[src/rtl/ps2_host_tx.sv]
`timescale 1ns/1ps
// ps2_host_tx: PS/2 host-to-device command transmitter.
// Inhibits the bus, issues a request-to-send, shifts a byte plus odd parity and checks the device ACK.
module ps2_host_tx #(
  parameter int INHIBIT_CYCLES = 1500,
  parameter int TIMEOUT_CYCLES = 30000
) (
  input  logic       sys_clock,
  input  logic       reset,
  input  logic       ps2_clk_in,
  input  logic       ps2_din,
  output logic       ps2_clk_oe,
  output logic       ps2_dat_oe,
  input  logic [7:0] tx_data,
  input  logic       tx_start,
  output logic       busy,
  output logic       done,
  output logic       error
);

  localparam int INH_W = $clog2(INHIBIT_CYCLES + 1);
  localparam int TMO_W = $clog2(TIMEOUT_CYCLES + 1);

  typedef enum logic [2:0] {
    IDLE,
    INHIBIT,
    REQUEST,
    SHIFT,
    ACK,
    WAIT_IDLE
  } state_t;

  state_t           r_state;
  logic             r_clkMeta;
  logic             r_clkSync;
  logic             r_clkPrev;
  logic             r_datMeta;
  logic             r_datSync;
  logic [7:0]       r_data;
  logic             r_parity;
  logic [3:0]       r_edgeCnt;
  logic [INH_W-1:0] r_inhCnt;
  logic [TMO_W-1:0] r_tmoCnt;
  logic             r_clkOe;
  logic             r_datOe;
  logic             r_busy;
  logic             r_done;
  logic             r_error;

  logic             w_clkFall;
  logic             w_inhLast;
  logic             w_timeout;

  assign w_clkFall = r_clkPrev & ~r_clkSync;
  assign w_inhLast = (r_inhCnt == INH_W'(INHIBIT_CYCLES - 1));
  assign w_timeout = (r_tmoCnt == TMO_W'(TIMEOUT_CYCLES - 1));

  assign ps2_clk_oe = r_clkOe;
  assign ps2_dat_oe = r_datOe;
  assign busy       = r_busy;
  assign done       = r_done;
  assign error      = r_error;

  // Both lines are idle-high, so the synchronizers reset to 1 to avoid a spurious edge.
  always_ff @(posedge sys_clock) begin
    if (reset) begin
      r_clkMeta <= 1'b1;
      r_clkSync <= 1'b1;
      r_clkPrev <= 1'b1;
      r_datMeta <= 1'b1;
      r_datSync <= 1'b1;
    end else begin
      r_clkMeta <= ps2_clk_in;
      r_clkSync <= r_clkMeta;
      r_clkPrev <= r_clkSync;
      r_datMeta <= ps2_din;
      r_datSync <= r_datMeta;
    end
  end

  always_ff @(posedge sys_clock) begin
    if (reset) begin
      r_state   <= IDLE;
      r_data    <= '0;
      r_parity  <= 1'b0;
      r_edgeCnt <= '0;
      r_inhCnt  <= '0;
      r_tmoCnt  <= '0;
      r_clkOe   <= 1'b0;
      r_datOe   <= 1'b0;
      r_busy    <= 1'b0;
      r_done    <= 1'b0;
      r_error   <= 1'b0;
    end else begin
      r_done  <= 1'b0;
      r_error <= 1'b0;
      unique case (r_state)
        IDLE: begin
          if (tx_start) begin
            r_data   <= tx_data;
            r_parity <= ~^tx_data;
            r_busy   <= 1'b1;
            r_clkOe  <= 1'b1;
            r_datOe  <= 1'b0;
            r_inhCnt <= '0;
            r_state  <= INHIBIT;
          end
        end

        INHIBIT: begin
          if (w_inhLast) begin
            r_datOe <= 1'b1;
            r_state <= REQUEST;
          end else begin
            r_inhCnt <= r_inhCnt + 1'b1;
          end
        end

        REQUEST: begin
          r_clkOe   <= 1'b0;
          r_edgeCnt <= '0;
          r_tmoCnt  <= '0;
          r_state   <= SHIFT;
        end

        // r_edgeCnt holds the number of falling edges already seen in this frame.
        SHIFT: begin
          if (w_clkFall) begin
            r_tmoCnt  <= '0;
            r_edgeCnt <= r_edgeCnt + 4'd1;
            if (r_edgeCnt < 4'd8) begin
              r_datOe <= ~r_data[r_edgeCnt[2:0]];
            end else if (r_edgeCnt == 4'd8) begin
              r_datOe <= ~r_parity;
            end else begin
              r_datOe <= 1'b0;
              r_state <= ACK;
            end
          end else if (w_timeout) begin
            r_clkOe <= 1'b0;
            r_datOe <= 1'b0;
            r_busy  <= 1'b0;
            r_error <= 1'b1;
            r_state <= IDLE;
          end else begin
            r_tmoCnt <= r_tmoCnt + 1'b1;
          end
        end

        ACK: begin
          if (w_clkFall) begin
            r_tmoCnt <= '0;
            if (!r_datSync) begin
              r_state <= WAIT_IDLE;
            end else begin
              r_busy  <= 1'b0;
              r_error <= 1'b1;
              r_state <= IDLE;
            end
          end else if (w_timeout) begin
            r_clkOe <= 1'b0;
            r_datOe <= 1'b0;
            r_busy  <= 1'b0;
            r_error <= 1'b1;
            r_state <= IDLE;
          end else begin
            r_tmoCnt <= r_tmoCnt + 1'b1;
          end
        end

        // The device must release both lines before the bus is handed back.
        WAIT_IDLE: begin
          if (r_clkSync && r_datSync) begin
            r_busy  <= 1'b0;
            r_done  <= 1'b1;
            r_state <= IDLE;
          end else if (w_clkFall) begin
            r_tmoCnt <= '0;
          end else if (w_timeout) begin
            r_clkOe <= 1'b0;
            r_datOe <= 1'b0;
            r_busy  <= 1'b0;
            r_error <= 1'b1;
            r_state <= IDLE;
          end else begin
            r_tmoCnt <= r_tmoCnt + 1'b1;
          end
        end

        default: begin
          r_clkOe <= 1'b0;
          r_datOe <= 1'b0;
          r_busy  <= 1'b0;
          r_state <= IDLE;
        end
      endcase
    end
  end

endmodule

[config.mk]
export PLATFORM = sky130hd
export DESIGN_NAME = ps2_host_tx
export DESIGN_NICKNAME = d
export VERILOG_FILES = /design/src/rtl/ps2_host_tx.sv
export SDC_FILE = /design/constraint.sdc
export NUM_CORES = 1
export LEC_CHECK = 0
export CORE_MARGIN = 10
export CORE_UTILIZATION = 59
export DETAILED_ROUTE_END_ITERATION = 16
export PLACE_DENSITY_LB_ADDON = 0.2
export RECOVER_POWER = 100
export SLEW_MARGIN = 20
export SYNTH_ARGS = -nofsm -noshare
export SYNTH_HDL_FRONTEND = slang
export SYNTH_SLANG_ARGS = --single-unit
export TNS_END_PERCENT = 10
[constraint.sdc]
create_clock -name sys_clock -period 2.5 [get_ports sys_clock]
set_clock_uncertainty 0.15 [all_clocks]
set_input_delay 0.5 -clock sys_clock [delete_from_list [all_inputs] [get_ports sys_clock]]
set_output_delay 0.5 -clock sys_clock [all_outputs]
set_load 0.02 [all_outputs]
==> results, run 1 <==
- The flow ran to the end, and the final reports show no timing, DRC or antenna violations.
- The number of global-route vias before repair is 2,286.
- The type of element launching the critical path is a register.
- Dividing the synthesized area by the synthesized cell count gives 8.388 µm².
- The routed length per instance is 14.29 µm.
- TritonCTS built the clock tree.
- The initial standard-cell utilization of the core is 61.56%.
- The floorplan die height is 87.87 µm.
- For this run, the number of standard cells in the final layout without fillers is 402.
- The via density per instance is 5.803.
- The cell-internal power is roughly 0.0014 W.
- The first global-routing pass estimated about 10,000 µm of wire.
- The analysis attributes to net switching a power of between 0.0007 and 0.0008 W.
- The proportion of register bits with asynchronous set or reset after synthesis is 0%.
- The highest net fanout along the worst path is 15.
- Counting every sink on the clock net gives 52.
- The worst min-delay path startpoint is r_datMeta.
- The floorplan die width is 87.87 µm.
- The accumulated negative setup slack is 0 ns.
- The number of cells on the worst reg-to-reg path is 6.
- Summing over every cut layer, the via total after detailed routing is 2,333.
- The post-synth net total is approximately 340.
- The Yosys warning count is 0.
- After detailed routing, the met3 layer carries 323 µm of wire.
- The clock reaches the later pin of the worst-skew pair after 0.30 ns.
- The number of max-slew violations in the final report is 0.
- The H-tree was split into 2 levels.
- The number of synthesized flops with an enable pin is 0.
- The number of endpoints failing setup at the final stage is 0.
- Clock tree synthesis inserted a total of 5 buffers.
- The number of hold violations in the final report is 0.
- The final critical path time including I/O delays and setup is ~2.2 ns.
- The filler cell count is 398.
- Setup slack on the worst reg-to-reg path comes out at 0.30 ns.
- The total power density per cell area is 712.7 mW/mm².
- The remaining global-route overflow is 0.
- The sequential share of the synthesized area is about two fifths.
- The tree is rooted in a clkbuf_8.
- The hold buffer count at CTS is 0.
- The pin count of the biggest net entering global routing is 27.
- The clock-pin slew of the registers on the worst-case setup and hold paths is 0.09 ns.
- The number of rows in the core area is 24.
- The detailed router finished its first iteration with 133 violations.
- Setup repair after global routing left no endpoint under its margin.
- The maximum vdd ir drop is 0.4519 mV.
- The launch point of the worst reg-to-reg path is r_state[1].
- The worst pin sits at a relative slew slack of ~28%.
- Synthesis inferred 52 register bits.
- The initial antenna violation count came to 0.
- Counting tap cells, the placed design contains a total of 394 instances.
- The largest family of logic cells by synthesized area is simple AND/OR/NAND/NOR gates.
- Global routing used 15.90% of the available tracks across all layers.
- The data required time at the worst endpoint is 2.54 ns.
- The max-cap check violation count is 0.
- The final antenna-violating net count is 0.
- The endpoint identified for the worst register-to-register timing path is r_tmoCnt[6].
- The worst-case clock buffer depth is 2.
- 0 antenna diodes ended up in the layout.
- The capture point of the worst path is r_tmoCnt[6].
- The number of top-level design ports is 18.
- Once the clock tree was built, the resizer swapped 0 gates to a different size.
- Of the total synthesized cell area, the portion taken by full adders, half adders and majority gates is 1.842%.
- Before antenna repair, the detailed router went through 4 iterations.
- The final HPWL from detailed placement is 4270 µm.
- The remaining design rule violation count is 0.
- In this run the top signal layer used is met4.
- Cells fill approximately 69% of the core in the end.
- The sequential cell fraction of total power is 45.9%.
- The synthesized instance count is 324.
- The kind of end point of the critical path is a register.
- Input and output buffers added on the ports amount to 17.
- The analysis attributes to cell leakage a power of 1.006 nW.
- The post-route met1 wirelength is 2691 µm.
- The basic-gate share of the synthesized area counting and, or, nand and nor cells is about a quarter.
- Synthesis instantiated 59 different standard cells from the library.
- The synthesized netlist occupies a cell area of 0.002718 mm².
- The placer congestion estimate is 0.8969.
- The path class of the tightest hold or removal check is register to register.
- The core region is 0.004414 mm².
- The final wirelength is 5746 µm.
- The share of cells above drive strength 1 is 10.00%.
- The critical path starts at r_state[1].
- Buffers added to address setup during post-CTS repair amount to 0.
- Net switching is between 30 and 40% of the power.
- The share of the synthesized netlist area taken by xor and xnor gates is 8.379%.
- The fraction of the cycle the final worst path needs is 87.94%.
- The clock group share of total power is 22.2%.
- The classification of the worst setup path is register to register.
- At the pin with the least slew margin, the transition time is 1.073 ns.
- The proportion of power drawn by combinational gates is 31.9%.
- The length of routed met2 wiring is 2696 µm.
- Among all flip-flop cells after synthesis, the most frequent one is dfxtp_1.
- Relative to the synthesized area, the layout overhead comes to 11.74%.
- In the final design database the tool counted 366 nets.
- The area fraction in compound gates after synthesis is 18.69%.
- After layout, the design draws a total of 0.002164 W.
- Static timing analysis puts the maximum clock frequency at between 0.4 and 0.5 GHz.
- The worst endpoint data arrival time is around 2.2 ns.
- In the synthesized netlist, mux cells make up 1.980% of the area.
- The floorplan step defined a die boundary enclosing slightly below 0.008 mm².
-- metrics by stage --
stage / hold slack (ns) / cell area (µm²) / worst slack, ns
2_1_floorplan: 0.2395 / 2718 / 0.5188
3_3_place_gp: 0.2420 / 3010 / 0.2579
3_5_place_dp: 0.2465 / 3010 / 0.1867
4_1_cts: 0.2675 / 3100 / 0.2816
5_1_grt: 0.2832 / 3037 / 0.07657
6_report: 0.2640 / 3037 / 0.3014
-- cells in the final DEF, fill, tap and decap left out, types with 3 or more instances in the layout --
cell	instances
dfxtp_1	52
nand2_1	37
a21oi_1	33
nor2_1	29
xnor2_1	23
inv_1	13
nand3_1	12
clkdlybuf4s50_1	11
nor3_1	10
o21ai_0	9
buf_4	9
nand4_1	7
clkbuf_1	7
or2_2	6
clkbuf_8	6
dlygate4sd3_1	6
nand2b_1	5
nor4_1	4
o211ai_1	4
and3_1	4
ha_1	4
o31ai_1	3
a311oi_1	3
o2111ai_1	3
or3_1	3
a21o_1	3
xor2_1	3
nor4b_1	3
-- power groups by stage --
stage | registers, W | clock network [W] | logic (W)
2_1_floorplan | 0.000982 | 0 | 0.000519
4_1_cts | 0.000999 | 0.000496 | 0.000736
6_report | 0.000992 | 0.000481 | 0.000691
3_5_place_dp | 0.00102 | 0 | 0.000732
5_1_grt | 0.00101 | 0.000529 | 0.000777
3_3_place_gp | 0.00102 | 0 | 0.000721
-- layer usage --
metal | up-vias | global-route usage, %
li1 | 1200 | -
met1 | 1083 | 19.36
met2 | 46 | 26.79
met3 | 4 | 4.271
met4 | 0 | 4.493
met5 | - | 0
-- worst max-delay path, cell delays in order, from the launching register on --
cell	delay, ns
dfxtp_1	0.66
nand2b_1	0.23
a21oi_1	0.11
clkbuf_2	0.16
o21ai_1	0.38
clkbuf_2	0.32
nor2_1	0.08
-- synthesized netlist by cell type (3+ instances only) --
cell	n	share of area, %
a21o_1	3	0.83
a21oi_1	31	5.7
a311oi_1	3	0.97
and3_1	4	0.92
clkbuf_1	11	1.5
dfxtp_1	52	38
ha_1	4	1.8
inv_1	13	1.8
nand2_1	36	5.0
nand2b_1	5	1.2
nand3_1	12	2.2
nand4_1	7	1.6
nor2_1	29	4.0
nor3_1	10	1.8
nor4_1	4	0.92
nor4b_1	3	0.97
o211ai_1	4	1.1
o21ai_0	9	1.7
o31ai_1	3	0.83
or2_2	6	1.4
or3_1	3	0.69
xnor2_1	23	7.4
xor2_1	3	0.97
-- worst min-delay path by stage --
stage | cells past startpoint | slack, ns | end
6_report | 1 | 0.26 | r_datSync
5_1_grt | 1 | 0.28 | r_clkSync
4_1_cts | 1 | 0.27 | r_datSync
3_5_place_dp | 1 | 0.25 | r_datSync
3_3_place_gp | 1 | 0.24 | r_datSync
2_1_floorplan | 1 | 0.24 | r_clkSync
-- final cells by class --
cell class	instances	area [µm²]	area share, %
multi-input combinational	244	1525	50.23
sequential	52	1041	34.28
timing repair buffer	33	266.5	8.776
clock buffer	8	90.09	2.967
tap	52	65.06	2.143
inverter	13	48.80	1.607
-- registers in the layout (all words and copies together) (netlist names) --
register    flops
r_inhCnt       11
r_clkSync       1
r_datMeta       1
r_edgeCnt       4
error           1
done            1
r_tmoCnt       15
busy            1
r_state         3
r_data          8
r_parity        1
ps2_clk_oe      1
ps2_dat_oe      1
r_clkMeta       1
r_datSync       1
r_clkPrev       1
-- cell families after synthesis --
group,count (synthesis)
DFF,52
xor gates and xnor gates,26
and+or+nand+nor,135
buffers and inverters,28
adders and majority gates,4
AOI/OAI and AO/OA,75
muxes,4
Power figures use the tool's default switching activity.
==> inputs of run 2 (changes only) <==
Settings changed: RECOVER_POWER 100 to default.
==> run 2 against run 1 <==
Effect of this change: highest routed layer unchanged; critical path depth is 1 lower; wire length rose by 0.30%; first-iteration DRC count increased by 2.3%; core utilization is 1.4 points higher.
==> results, run 2 (synthesized netlist as in run 1, its figures left out) <==
- The share of total power consumed by net switching is 35.28% (-0.062 points).
- The count of buffers from port buffering is 17 (unchanged).
- The cell-internal power is 0.001435 W (+2.5%).
- The floorplan die width came to 87.87 µm (unchanged).
- The number of endpoints failing setup at the final stage was 0 (unchanged).
- The initial antenna violation count is 0 (unchanged).
- The kind of end point of the critical path is a register.
- The number of gates resized after CTS came to 0 (unchanged).
- The total power density per cell area was 715.1 mW/mm² (+0.34%).
- Setup repair after global routing left no endpoint under its margin.
- The critical path in this run is classified as register to register.
- The final wirelength is 5763 µm (+0.30%).
- The accumulated negative setup slack is 0 ns (unchanged).
- The wire length of the first global-routing pass was 10,120 µm (unchanged).
- The clock group share of total power is 21.7% (-0.5 points).
- The area inside the core boundary is 0.004414 mm² (unchanged).
- The via density per instance was 5.841 (+0.64%).
- The sequential cell fraction of total power is 45.0% (-0.9 points).
- The clock sink count is 52 (unchanged).
- The path class of the tightest hold or removal check is register to register.
- The number of nets at the end of the flow is 366 (unchanged).
- The number of flip-flops under the largest register name is 15 (unchanged).
- The CTS H-tree depth is 2 (unchanged).
- The CTS tree is yes.
- The remaining global-route overflow was 0 (unchanged).
- r_tmoCnt holds more flip-flops than any other register.
- The tree is rooted in a clkbuf_8.
- The count of inserted antenna diode cells is 0 (unchanged).
- The number of clock buffers inserted by TritonCTS is 5 (unchanged).
- The maximum clock frequency is 0.4517 GHz (-0.68%).
- The global-route usage over all layers came to 15.90% (unchanged).
- The placer congestion estimate came to 0.8969 (unchanged).
- The final critical path time including I/O delays and setup came to 2.214 ns (+0.01509 ns).
- The largest registers in the layout are r_tmoCnt: 15 flops, r_inhCnt: 11 flops, r_data: 8 flops.
- The relative slew slack was 62.06% (+34 points).
- The initial standard-cell utilization of the core is 61.56% (unchanged).
- The proportion of power drawn by combinational gates came to 33.3% (+1.4 points).
- The number of max-slew violations in the final report is 0 (unchanged).
- The pin count of the biggest net entering global routing was 27 (unchanged).
- The final HPWL from detailed placement came to 4270 µm (unchanged).
- The total number of vias is 2,348 (+0.64%).
- The clock-pin slew of the registers on the worst-case setup and hold paths was 0.09 ns (about the same).
- The max-cap check violation count came to 0 (unchanged).
- The number of top-level design ports is 18 (unchanged).
- The number of rows in the core area came to 24 (unchanged).
- The worst-case clock buffer depth is 2 (unchanged).
- The count of routing violations after the opening detailed-route iteration is 136 (+2.3%).
- The most common library cell in the layout ignoring fill and taps is dfxtp_1.
- The fraction of the cycle the final worst path needs was 88.55% (+0.60 points).
- The data required time at the worst endpoint is 2.60 ns (+0.06 ns).
- The maximum vdd ir drop is 0.4539 mV (+0.45%).
- The type of element launching the critical path is a register.
- The number of setup buffers added after CTS was 0 (unchanged).
- The reported leakage power is 1.018 nW (+1.2%).
- The number of hold violations in the final report is 0 (unchanged).
- The net switching power of the design is 0.0007822 W (+2.3%).
- The flow ran to the end, and the final reports show no timing, DRC or antenna violations.
- The remaining design rule violation count came to 0 (unchanged).
- The routed length per instance is 14.34 µm (+0.30%).
- The transition time at the pin with the least slew margin is 0.5684 ns (-0.5048 ns).
- The share of cells above drive strength 1 came to 12.57% (+2.6 points).
- The clock latency of the later-clocked register in the worst-skew pair is 0.30 ns (about the same).
- The area added between synthesis and finish is 14.09%.
- The worst endpoint data arrival time came to 2.32 ns (+0.08 ns).
- The area of placed instances came to 0.003010 mm² (unchanged).
- The area enclosed by the die boundary is 0.007721 mm² (unchanged).
- The cell area after layout is 0.003100 mm² (+2.1%).
- The final antenna-violating net count is 0 (unchanged).
- The top cell types in the final layout, fill and taps aside, are 52 x dfxtp_1, 36 x nand2_1, 31 x a21oi_1.
- The number of global-route vias before repair is 2,286 (unchanged).
- The length of the first detailed-routing pass in iterations is 4 (unchanged).
- The hold buffer count at CTS is 0 (unchanged).
- The highest net fanout along the worst path is 15 (unchanged).
- The floorplan die height was 87.87 µm (unchanged).
## run 2: changes by cell type in the layout (fill, tap and decap cells not counted), sizes merged
cell / before / now
clkbuf: 15 / 8
clkdlybuf4s50: 11 / 17
buf: 9 / 16
dlygate4sd3: 6 / 0
## run 2: path summary, 6_finish.rpt
kind / start / cells after the start / slack [ns] / to
max: r_state[1] / 5 / 0.29 / r_state[0]
min: r_datMeta / 1 / 0.26 / r_datSync
max reg2reg: r_state[1] / 5 / 0.29 / r_state[0]
min reg2reg: r_datMeta / 1 / 0.26 / r_datSync
## run 2: per-stage QoR
| stage | util [%] | total power [W] | cells | hold slack (ns) | setup slack (ns) |
|---|---|---|---|---|---|
| finish | 70.24 | 0.002217 | 402 | 0.2634 | 0.2863 |
| global route | 70.24 | 0.002369 | 402 | 0.2832 | 0.1001 |
| CTS | 70.24 | 0.002230 | 402 | 0.2675 | 0.2816 |
| detailed placement | 68.20 | 0.001748 | 394 | 0.2465 | 0.1867 |
| global placement | 68.20 | 0.001736 | 394 | 0.2420 | 0.2579 |
| floorplan | - | 0.001501 | 324 | 0.2395 | 0.5188 |
## run 2: power groups by stage
stage	clock (W)	sequential, W	combinational, W
after detailed placement	0	0.00102	0.000732
after floorplan	0	0.000982	0.000519
after global routing	0.000529	0.00102	0.000824
final	0.000481	0.000999	0.000737
after CTS	0.000496	0.000999	0.000736
after global placement	0	0.00102	0.000721
## run 2: layer usage
metal / wire length (µm) / vias up / track usage [%] / share of wire [%]
met1: 2777 / 1099 / 19.36 / 48
met4: 29 / 0 / 4.493 / 0.50
li1: - / 1205 / - / -
met2: 2690 / 40 / 26.79 / 47
met5: 0 / - / 0 / 0
met3: 265 / 4 / 4.271 / 4.6
## run 2: worst max-delay path, stage by stage (launching register included)
cell      delay [ns]
dfxtp_1         0.69
nand3b_1        0.26
a21oi_4         0.21
or3b_2          0.45
a311oi_1        0.28
a41o_1          0.12
## run 2: area by class of cell
class	instances	area (µm²)
clock buffer	8	90.09
multi-input combinational	244	1565
tap	52	65.06
timing repair buffer	33	290.3
fill	381	1314
inverter	13	48.80
sequential	52	1041
==> inputs of run 3 (changes only) <==
Settings changed: CELL_PAD_IN_SITES_DETAIL_PLACEMENT from default to 2, CELL_PAD_IN_SITES_GLOBAL_PLACEMENT from default to 2, CORE_UTILIZATION 59 to 36.
==> run 3 against run 2 <==
Effect of this change: cell count is 12% higher; combinational power is 11% higher; final area up 2.3%; wire length up 36%; critical path depth unchanged; register-to-register slack gained 0.09 ns; clock-buffer cell count is 1 lower; die area rose by 48%; core utilization down 27 points; critical endpoint is now ps2_dat_oe; highest routed layer unchanged.
==> results, run 3 (synthesized netlist as in run 1, its figures left out) <==
- The slack of the critical path is 0.3777 ns (+0.09141 ns).
- The transition time at the pin with the least slew margin is 0.5078 ns (-0.06062 ns).
- The accumulated negative setup slack is 0 ns (unchanged).
- The count of buffers from port buffering is 17 (unchanged).
- The area added between synthesis and finish is 16.76%.
- The worst-case clock buffer depth is 2 (unchanged).
- The flop-to-flop setup slack is 0.38 ns (+0.09 ns).
- The sequential cell fraction of total power is 42.2% (-2.8 points).
- The relative slew slack is 65.27% (+3.2 points).
- The share of cells above drive strength 1 is 13.14% (+0.57 points).
- The routed length per instance was 17.51 µm (+22%).
- The worst endpoint data arrival time is 2.21 ns (-0.11 ns).
- The worst setup path is launched from a register.
- The total power density per cell area is 735.6 mW/mm² (+2.9%).
- The pin count of the biggest net entering global routing is 27 (unchanged).
- The largest registers in the layout are r_tmoCnt: 15 flops, r_inhCnt: 11 flops, r_data: 8 flops.
- The number of endpoints failing setup at the final stage is 0 (unchanged).
- TritonCTS built the clock tree.
- The number of global-route vias before repair is 2,656 (+16%).
- The number of cells on the worst hold path came to 1 (unchanged).
- The proportion of power drawn by combinational gates is 35.0% (+1.7 points).
- The clock-pin slew of the registers on the worst-case setup and hold paths was 0.09 ns (about the same).
- The number of clock buffers inserted by TritonCTS is 5 (unchanged).
- Following the worst setup path forward leads to its endpoint at ps2_dat_oe.
- The number of top-level design ports is 18 (unchanged).
- The maximum clock frequency came to 0.4712 GHz (+4.3%).
- The largest stage delay on the critical path is 0.54 ns (-0.15 ns).
- The initial standard-cell utilization of the core is 37.27% (-24 points).
- The length of the first detailed-routing pass in iterations is 4 (unchanged).
- The most common library cell in the layout ignoring fill and taps is dfxtp_1.
- The total number of vias came to 2,468 (+5.1%).
- The critical path startpoint is r_edgeCnt[1].
- Among all stages on the critical path, the largest delay is contributed by dfxtp_1.
- The area inside the core boundary is 0.007292 mm² (+65%).
- The maximum vdd ir drop is 0.2633 mV (-42%).
- The placer congestion estimate is 0.7497 (-16%).
- The fraction of the cycle the final worst path needs is 84.89% (-3.7 points).
- The final HPWL from detailed placement is 5892 µm (+38%).
- The number of flip-flops under the largest register name came to 15 (unchanged).
- The family of cells with the greatest summed delay on the critical path is compound AO/OA/AOI/OAI gates.
- The initial antenna violation count is 0 (unchanged).
- The kind of end point of the critical path is a register.
- In the layout the commonest cells are 52 x dfxtp_1, 36 x nand2_1, 31 x a21oi_1.
- The highest net fanout along the worst path is 8 (-7).
- The data required time at the worst endpoint is 2.59 ns (about the same).
- The global-route usage over all layers was 14.16% (-1.7 points).
- The clock latency of the later-clocked register in the worst-skew pair is 0.30 ns (about the same).
- The reported leakage power is 1.029 nW (+1.0%).
- Walking the worst path, the cells encountered are mux2_2 -> or3_1 -> a311oi_1 -> o2111ai_1 -> a21oi_1.
- The count of inserted antenna diode cells is 0 (unchanged).
- The floorplan die height is 106.9 µm (+22%).
- The remaining global-route overflow is 0 (unchanged).
- The floorplan die width is 106.9 µm (+22%).
- The cell-internal power came to 0.001465 W (+2.1%).
- Setup repair after global routing left no endpoint under its margin.
- The number of nets at the end of the flow is 367 (+0.27%).
- The max-cap check violation count is 0 (unchanged).
- The classification of the worst setup path is register to register.
- The worst reg2reg path endpoint is ps2_dat_oe.
- The register bank with the most flops is r_tmoCnt.
- The clock group share of total power came to 22.8% (+1.1 points).
- The hold buffer count at CTS is 0 (unchanged).
- The root buffer cell chosen for the clock tree is clkbuf_8.
- The area enclosed by the die boundary is 0.01142 mm² (+48%).
- The clock sink count is 52 (unchanged).
- The number of setup buffers added after CTS was 0 (unchanged).
- The remaining design rule violation count is 0 (unchanged).
- The count of routing violations after the opening detailed-route iteration is 73 (-46%).
- The number of cells on the critical path was 5 (unchanged).
- The number of rows in the core area is 31 (+29%).
- The number of cells on the worst reg-to-reg path was 5 (unchanged).
- The final wirelength was 7864 µm (+36%).
- The wire length of the first global-routing pass is 13,400 µm (+32%).
- The number of hold violations in the final report was 0 (unchanged).
- The post-place setup slack is 0.1412 ns (-0.04553 ns).
- The path class of the lowest-slack min-delay path is register to register.
- The CTS H-tree depth is 2 (unchanged).
- The final antenna-violating net count is 0 (unchanged).
- The combined buffer and inverter count along the critical path is 0 (unchanged).
- The net switching power of the design is 0.0008690 W (+11%).
- The number of gates resized after CTS is 0 (unchanged).
- The via density per instance is 5.497 (-5.9%).
- The final critical path time including I/O delays and setup came to 2.122 ns (-0.09141 ns).
- The filler cell count was 829 (+120%).
- The share of total power consumed by net switching is 37.23% (+2.0 points).
- The number of max-slew violations in the final report was 0 (unchanged).
- The launch point of the worst reg-to-reg path is r_edgeCnt[1].
- The flow ran to the end, and the final reports show no timing, DRC or antenna violations.
[run 3: stage by stage]
stage,power (W),instance area [µm²],hold WS (ns),utilization [%],cells
final,0.002334,3173,0.2748,43.51,449
after global placement,0.001784,3077,0.2406,42.19,442
after CTS,0.002359,3173,0.2800,43.51,449
after detailed placement,0.001814,3077,0.2553,42.19,442
after floorplan,0.001501,2718,0.2395,-,324
after global routing,0.002496,3173,0.2988,43.51,449
[run 3: power groups by stage]
stage	clock network [W]	registers, W	logic [W]
after detailed placement	0	0.00100	0.000809
after global routing	0.000583	0.000999	0.000914
final	0.000531	0.000985	0.000818
after CTS	0.000546	0.000986	0.000827
after global placement	0	0.00100	0.000782
after floorplan	0	0.000982	0.000519
[run 3: routing by layer]
| metal | vias up | global-route usage [%] | part of all wire (%) |
|---|---|---|---|
| met4 | 0 | 3.385 | 0.69 |
| met2 | 24 | 26.87 | 54 |
| li1 | 1200 | - | - |
| met3 | 4 | 2.156 | 1.8 |
| met1 | 1240 | 16.07 | 43 |
| met5 | - | 0 | 0 |
[run 3: how the worst min path moves through the flow]
stage          startpoint   endpoint  slack [ns]
6_report        r_datMeta  r_datSync        0.27
5_1_grt         r_clkMeta  r_clkSync        0.30
4_1_cts         r_clkMeta  r_clkSync        0.28
3_5_place_dp    r_clkMeta  r_clkSync        0.26
3_3_place_gp    r_clkMeta  r_clkSync        0.24
2_1_floorplan   r_clkMeta  r_clkSync        0.24
[run 3: worst register-to-register path, delay by kind of cell (launching register included)]
| family | cells | cell delay, ns |
|---|---|---|
| AO/OA/AOI/OAI | 3 | 0.67 |
| flip-flops | 1 | 0.54 |
| multiplexers | 1 | 0.39 |
| AND/OR/NAND/NOR | 1 | 0.32 |
[run 3: final cells by class]
type	count	area [µm²]	share of cell area, %
multi-input cells	244	1565	49.33
repair buffers	34	297.8	9.385
flip-flops and latches	52	1041	32.81
inverters	13	48.80	1.538
clock buffers	7	96.34	3.036
well taps	99	123.9	3.904
